### src/rtl/sa_pkg.sv
// Shared definitions for the systolic-array feeder: default element width,
// controller state encoding and the drain-length helper.
package sa_pkg;

  localparam int DATA_W_DEF = 16;

  typedef enum logic [1:0] {
    IDLE   = 2'd0,
    LOAD_W = 2'd1,
    STREAM = 2'd2,
    DRAIN  = 2'd3
  } state_t;

  // Cycles needed to flush the activation skew and let the last product
  // leave the array.
  function automatic int drain_len(input int rows, input int cols);
    return rows + cols - 1;
  endfunction

endpackage

### src/rtl/sa_skew_line.sv
// One activation lane of the skew network: a DEPTH-stage register chain for
// data plus a matching valid bit. Shifts every cycle; the array has no
// backpressure so there is no stall input.
module sa_skew_line
  import sa_pkg::*;
#(
  parameter int DEPTH  = 1,
  parameter int DATA_W = DATA_W_DEF
) (
  input  logic              i_clk,
  input  logic              i_rst,
  input  logic [DATA_W-1:0] i_data,
  input  logic              i_vld,
  output logic [DATA_W-1:0] o_data,
  output logic              o_vld
);

  localparam logic [DATA_W-1:0] ZERO_D = {DATA_W{1'b0}};

  logic [DATA_W-1:0] r_data [DEPTH];
  logic [DEPTH-1:0]  r_vld;

  // Shift data and valid one stage per cycle; bubbles travel like data.
  always_ff @(posedge i_clk or posedge i_rst) begin
    if (i_rst) begin
      for (int i = 0; i < DEPTH; i++) begin
        r_data[i] <= ZERO_D;
      end
      r_vld <= {DEPTH{1'b0}};
    end else begin
      r_data[0] <= i_data;
      r_vld[0]  <= i_vld;
      for (int i = 1; i < DEPTH; i++) begin
        r_data[i] <= r_data[i-1];
        r_vld[i]  <= r_vld[i-1];
      end
    end
  end

  assign o_data = r_data[DEPTH-1];
  assign o_vld  = r_vld[DEPTH-1];

endmodule

### src/rtl/sa_feeder.sv
// Upstream feeder for a weight-stationary systolic array. A job loads ROWS
// weight rows, then streams activation vectors through a per-row skew so
// that row r lags row 0 by r cycles, drains the skew and pulses done.
module sa_feeder
  import sa_pkg::*;
#(
  parameter int DATA_W = DATA_W_DEF,
  parameter int ROWS   = 2,
  parameter int COLS   = 2
) (
  input  logic                   i_clk,
  input  logic                   i_rst,
  input  logic                   i_start,
  input  logic [COLS*DATA_W-1:0] i_w_data,
  input  logic                   i_w_valid,
  output logic                   o_w_ready,
  input  logic [ROWS*DATA_W-1:0] i_a_data,
  input  logic                   i_a_valid,
  input  logic                   i_a_last,
  output logic                   o_a_ready,
  output logic [COLS*DATA_W-1:0] o_weight_out,
  output logic                   o_weight_en,
  output logic [ROWS*DATA_W-1:0] o_act_out,
  output logic [ROWS-1:0]        o_act_vld,
  output logic                   o_busy,
  output logic                   o_done
);

  localparam int DRAIN_N = drain_len(ROWS, COLS);
  localparam int WCNT_W  = $clog2(ROWS + 1);
  localparam int DCNT_W  = $clog2(DRAIN_N + 1);

  localparam logic [WCNT_W-1:0]      W_LAST = WCNT_W'(ROWS - 1);
  localparam logic [DCNT_W-1:0]      D_LAST = DCNT_W'(DRAIN_N - 1);
  localparam logic [WCNT_W-1:0]      W_ZERO = {WCNT_W{1'b0}};
  localparam logic [DCNT_W-1:0]      D_ZERO = {DCNT_W{1'b0}};
  localparam logic [WCNT_W-1:0]      W_ONE  = WCNT_W'(1);
  localparam logic [DCNT_W-1:0]      D_ONE  = DCNT_W'(1);
  localparam logic [COLS*DATA_W-1:0] ZERO_W = {(COLS*DATA_W){1'b0}};
  localparam logic [ROWS*DATA_W-1:0] ZERO_A = {(ROWS*DATA_W){1'b0}};

  state_t                  r_state;
  state_t                  w_state_nxt;
  logic [WCNT_W-1:0]       r_w_cnt;
  logic [WCNT_W-1:0]       w_w_cnt_nxt;
  logic [DCNT_W-1:0]       r_d_cnt;
  logic [DCNT_W-1:0]       w_d_cnt_nxt;
  logic                    w_done_nxt;

  logic                    r_w_ready;
  logic                    r_a_ready;
  logic                    r_busy;
  logic                    r_done;
  logic                    r_weight_en;
  logic [COLS*DATA_W-1:0]  r_weight_out;

  logic                    w_w_acc;
  logic                    w_a_acc;
  logic [ROWS*DATA_W-1:0]  w_act_in;

  // Handshakes use the registered ready flags, so an accept can only happen
  // in the phase that advertises readiness.
  assign w_w_acc  = i_w_valid & r_w_ready;
  assign w_a_acc  = i_a_valid & r_a_ready;
  assign w_act_in = w_a_acc ? i_a_data : ZERO_A;

  // Next-state and counter logic for the job controller.
  always_comb begin
    w_state_nxt = r_state;
    w_w_cnt_nxt = r_w_cnt;
    w_d_cnt_nxt = r_d_cnt;
    case (r_state)
      IDLE: begin
        if (i_start) begin
          w_state_nxt = LOAD_W;
          w_w_cnt_nxt = W_ZERO;
        end else begin
          w_state_nxt = IDLE;
        end
      end
      LOAD_W: begin
        if (w_w_acc) begin
          if (r_w_cnt == W_LAST) begin
            w_state_nxt = STREAM;
            w_w_cnt_nxt = W_ZERO;
          end else begin
            w_w_cnt_nxt = r_w_cnt + W_ONE;
          end
        end else begin
          w_w_cnt_nxt = r_w_cnt;
        end
      end
      STREAM: begin
        if (w_a_acc && i_a_last) begin
          w_state_nxt = DRAIN;
          w_d_cnt_nxt = D_ZERO;
        end else begin
          w_state_nxt = STREAM;
        end
      end
      DRAIN: begin
        if (r_d_cnt == D_LAST) begin
          w_state_nxt = IDLE;
          w_d_cnt_nxt = D_ZERO;
        end else begin
          w_d_cnt_nxt = r_d_cnt + D_ONE;
        end
      end
      default: begin
        w_state_nxt = IDLE;
        w_w_cnt_nxt = W_ZERO;
        w_d_cnt_nxt = D_ZERO;
      end
    endcase
    // done is registered, so it is decided from where the FSM is heading.
    w_done_nxt = (w_state_nxt == DRAIN) && (w_d_cnt_nxt == D_LAST);
  end

  // State and counter registers.
  always_ff @(posedge i_clk or posedge i_rst) begin
    if (i_rst) begin
      r_state <= IDLE;
      r_w_cnt <= W_ZERO;
      r_d_cnt <= D_ZERO;
    end else begin
      r_state <= w_state_nxt;
      r_w_cnt <= w_w_cnt_nxt;
      r_d_cnt <= w_d_cnt_nxt;
    end
  end

  // Registered control outputs and the weight path; weights are visible for
  // exactly the one cycle after their accept and are zero otherwise.
  always_ff @(posedge i_clk or posedge i_rst) begin
    if (i_rst) begin
      r_w_ready    <= 1'b0;
      r_a_ready    <= 1'b0;
      r_busy       <= 1'b0;
      r_done       <= 1'b0;
      r_weight_en  <= 1'b0;
      r_weight_out <= ZERO_W;
    end else begin
      r_w_ready    <= (w_state_nxt == LOAD_W);
      r_a_ready    <= (w_state_nxt == STREAM);
      r_busy       <= (w_state_nxt != IDLE);
      r_done       <= w_done_nxt;
      r_weight_en  <= w_w_acc;
      r_weight_out <= w_w_acc ? i_w_data : ZERO_W;
    end
  end

  // Lane r gets r+1 stages so row r lags row 0 by r cycles.
  for (genvar r = 0; r < ROWS; r++) begin : g_lane
    sa_skew_line #(
      .DEPTH  (r + 1),
      .DATA_W (DATA_W)
    ) u_line (
      .i_clk  (i_clk),
      .i_rst  (i_rst),
      .i_data (w_act_in[r*DATA_W +: DATA_W]),
      .i_vld  (w_a_acc),
      .o_data (o_act_out[r*DATA_W +: DATA_W]),
      .o_vld  (o_act_vld[r])
    );
  end

  assign o_w_ready    = r_w_ready;
  assign o_a_ready    = r_a_ready;
  assign o_busy       = r_busy;
  assign o_done       = r_done;
  assign o_weight_en  = r_weight_en;
  assign o_weight_out = r_weight_out;

endmodule

### config.mk
export PLATFORM = sky130hd
export DESIGN_NAME = sa_feeder
export DESIGN_NICKNAME = d
export VERILOG_FILES = /design/src/rtl/sa_pkg.sv /design/src/rtl/sa_skew_line.sv /design/src/rtl/sa_feeder.sv
export SDC_FILE = /design/constraint.sdc
export NUM_CORES = 1
export LEC_CHECK = 0
export CORE_MARGIN = 1.5
export CORE_UTILIZATION = 50
export DETAILED_ROUTE_END_ITERATION = 10
export DONT_BUFFER_PORTS = 1
export PLACE_DENSITY = 0.68
export REMOVE_ABC_BUFFERS = 1
export SETUP_SLACK_MARGIN = 0.3
export SYNTH_ARGS = -nofsm -noshare
export SYNTH_HDL_FRONTEND = slang
export SYNTH_SLANG_ARGS = --single-unit
export TNS_END_PERCENT = 30
### constraint.sdc
create_clock -name i_clk -period 3.1 [get_ports i_clk]
set_clock_uncertainty 0.1 [all_clocks]
set_input_delay 0.465 -clock i_clk [delete_from_list [all_inputs] [get_ports i_clk]]
set_output_delay 0.465 -clock i_clk [all_outputs]
set_load 0.02 [all_outputs]
==> summary.txt <==
Run status
  • Outcome: complete, no violations

Finish
  • Post-Route Utilization: 54.4%
  • Area of the multi-input gates: 574 um2
  • Area Overhead vs Synth: 4.43%
  • # nets final: 269
  • Layout cells sized above 1: 11.3%
  • Layout fillers: 484
  • Total area of sequential cells: 2330 um2

Timing
  • Final min period: 1.58 ns
  • Slew Viols, Final: 0
  • Transition time of the tightest slew-check pin: 1.08 ns
  • Final period util: 51.0%
  • Min Hold Slack: 0.146 ns
  • Slew headroom: 28.0%
  • FMAX: 633 MHz
  • RSZ-0062 raised after global routing: false
  • Final TNS setup: 0 ns
  • Worst setup margin: 1.52 ns
  • Final Hold Fails: 0
  • Endpoints failing setup: 0

Logic synthesis
  • Xor/xnor cell area share of the yosys netlist: 0%
  • Post-synthesis adder-cell area fraction: 0%
  • Main area contributors after synthesis: dfrtp_1, and3_1, buf_4, clkbuf_1, nor3_2
  • Top-count cell post-synth: dfrtp_1
  • Post-synth EDFFs: 0
  • Synth Area per Inst: 14.3 um2
  • Synth Warn #: 0
  • Netlist cell types: 25
  • Post-synthesis compound-gate area fraction: 2.34%
  • Post-synth top area cell: dfrtp_1
  • Sequential-to-total area share from yosys stat: 75.0%
  • Synthesized cell area: 3100 um2
  • Post-synthesis cell count: 217
  • Post-Synth Simple-Gate Area: 15.8%
  • Synthesis-stage register bit count: 93
  • Prevailing post-synth register cell: dfrtp_1
  • Synth top cells by count: dfrtp_1, and3_1, buf_4
  • Yosys top cell area share: 75.0%
  • Multiplexer share of the synthesized area: 0.322%
  • Largest family of logic cells by synthesized area: simple AND/OR/NAND/NOR gates
  • Synth async-reset ratio: 100%

Clock tree
  • Hold bufs inserted after CTS: 0
  • Total CTS buffers: 9
  • Post-CTS Setup Bufs: 0
  • Root Driver: clkbuf_8
  • Deepest clock path buffer count: 2
  • Reg clk slew, reported paths: 0.10 ns
  • Htree depth: 3
  • Post-CTS Resized: 0
  • Latest clock arrival within the worst-skew pair: 0.35 ns
  • Total clock sinks: 93
  • CTS tree: yes

Worst setup path
  • CP max stage cell: dfrtp_1
  • Worst-path cell chain: buf_4
  • WP data arrival: 1.02 ns
  • CP top delay family: flip-flops
  • Data required time of the worst path: 2.53 ns
  • Crit-path max FO: 33
  • Worst Path Class, Setup: register to output port
  • Critical path depth in cells: 1
  • Reg2reg setup slack: 1.72 ns
  • FF-to-FF path depth: 4
  • CP Capture Type: output port
  • Capturing point of the worst reg2reg path: r_state[0]
  • Worst flop-to-flop path startpoint: o_a_ready
  • CP bufs+invs: 1
  • CP peak stage delay: 0.37 ns
  • Startpoint types: register

Global routing
  • Number of antenna violations at the first check in global routing: 3
  • First-pass GRT wire length: 7.62 mm
  • Number of global-route vias before repair: 1,444
  • Overflow left after global routing: 0
  • Global Route Usage Sum: 16.3%
  • Largest net degree at the start of global routing: 94

Power and ir drop
  • Internal power: 0.00195 W
  • Net Sw Frac: 31.9%
  • Clk pwr share: 29.1%
  • PD cells: 885 nW/um2
  • P_sw: 0.000917 W
  • Logic pwr share: 12.0%
  • Total power draw: 0.00287 W
  • Leak: 1.83 nW
  • Reg power frac: 59.0%
  • Maximum vdd drop: 0.000391 V

Floorplanning
  • Initial Utilization: 52.1%
  • Core area: 5960 um2
  • Die Ht: 81.8 um
  • Die Width: 81.8 um
  • Core Rows: 28
  • Io pins: 141
  • Die ar.: 6690 um2

Detailed routing
  • Avg WL per Cell: 19.5 um
  • TritonRoute pass-1 iters: 4
  • Post-route DRC: 0
  • Via density: 5.37
  • Post-detailed-route count of antenna-violating nets: 0
  • Via count: 1,508
  • Initial DRC count: 93
  • Overall routed net length: 5.49 mm

Place
  • Placer Congestion: 0.764
  • Setup slack at placement: 1.62 ns
  • Post-DP HPWL: 3.61 mm
  • # port buffers: 0

Job
  • Max-Cap Viols: 0

Min path
  • Hold WC Path Type: input port to async pin
[cell type report]
type / count / share of cell area, %
clock buffer: 10 / 4.25
sequential: 93 / 71.8
clock inverter: 6 / 2.32
multi-input combinational: 90 / 17.7
inverter: 3 / 0.425
tap: 75 / 2.89
antenna: 2 / 0.154
timing repair buffer: 2 / 0.463
[worst max path at each step]
stage | to | slack, ns | startpoint
global route | o_w_ready | 1.45 | o_w_ready
CTS | o_w_ready | 1.51 | o_w_ready
floorplan | g_lane[0].u_line.o_data[0] | 0.11 | i_rst
global placement | g_lane[0].u_line.o_data[14] | 1.65 | i_rst
finish | o_w_ready | 1.52 | o_w_ready
detailed placement | g_lane[0].u_line.o_data[12] | 1.62 | i_rst
[power groups by stage]
stage	registers, W	clock network, W	logic, W
4_1_cts	0.00170	0.000857	0.000350
5_1_grt	0.00172	0.000906	0.000390
3_3_place_gp	0.00171	0	0.000333
2_1_floorplan	0.00174	0	0.000199
3_5_place_dp	0.00172	0	0.000348
6_report	0.00169	0.000834	0.000343
[flip-flops by register name, summed over array words and instances (netlist names), 2 cells and up]
register,cells
r_state,2
g_lane.u_line.r_data,16
o_weight_out,32
r_w_cnt,2
g_lane.u_line.r_vld,2
r_d_cnt,2
g_lane.u_line.o_data,32
[metal layers]
layer  global-route usage (%)  vias to the layer above  routed length (um)
met3                     8.67                       11                 521
met1                     18.5                      753                2080
li1                         -                      683                   -
met4                     9.49                        2                 106
met2                     24.3                       59                2770
met5                        0                        -                  11
[per-stage QoR]
stage	instances	area, um2
6_report	281	3240
5_1_grt	281	3240
4_1_cts	279	3240
3_5_place_dp	263	3020
3_3_place_gp	263	3020
2_1_floorplan	186	2910
[logic make-up after synthesis]
| kind of cell | after synthesis |
|---|---|
| simple gates | 79 |
| compound gates | 10 |
| buf+inv | 34 |
| flops | 93 |
| mux | 1 |
[cells in the final DEF (no fill, tap or decap), types with 3 or more instances in the layout]
cell	count
dfrtp_1	93
clkbuf_8	10
and3_1	64
nand2_1	3
nor2_1	3
inv_6	3
Note: power is estimated with default switching activity, not from simulation.
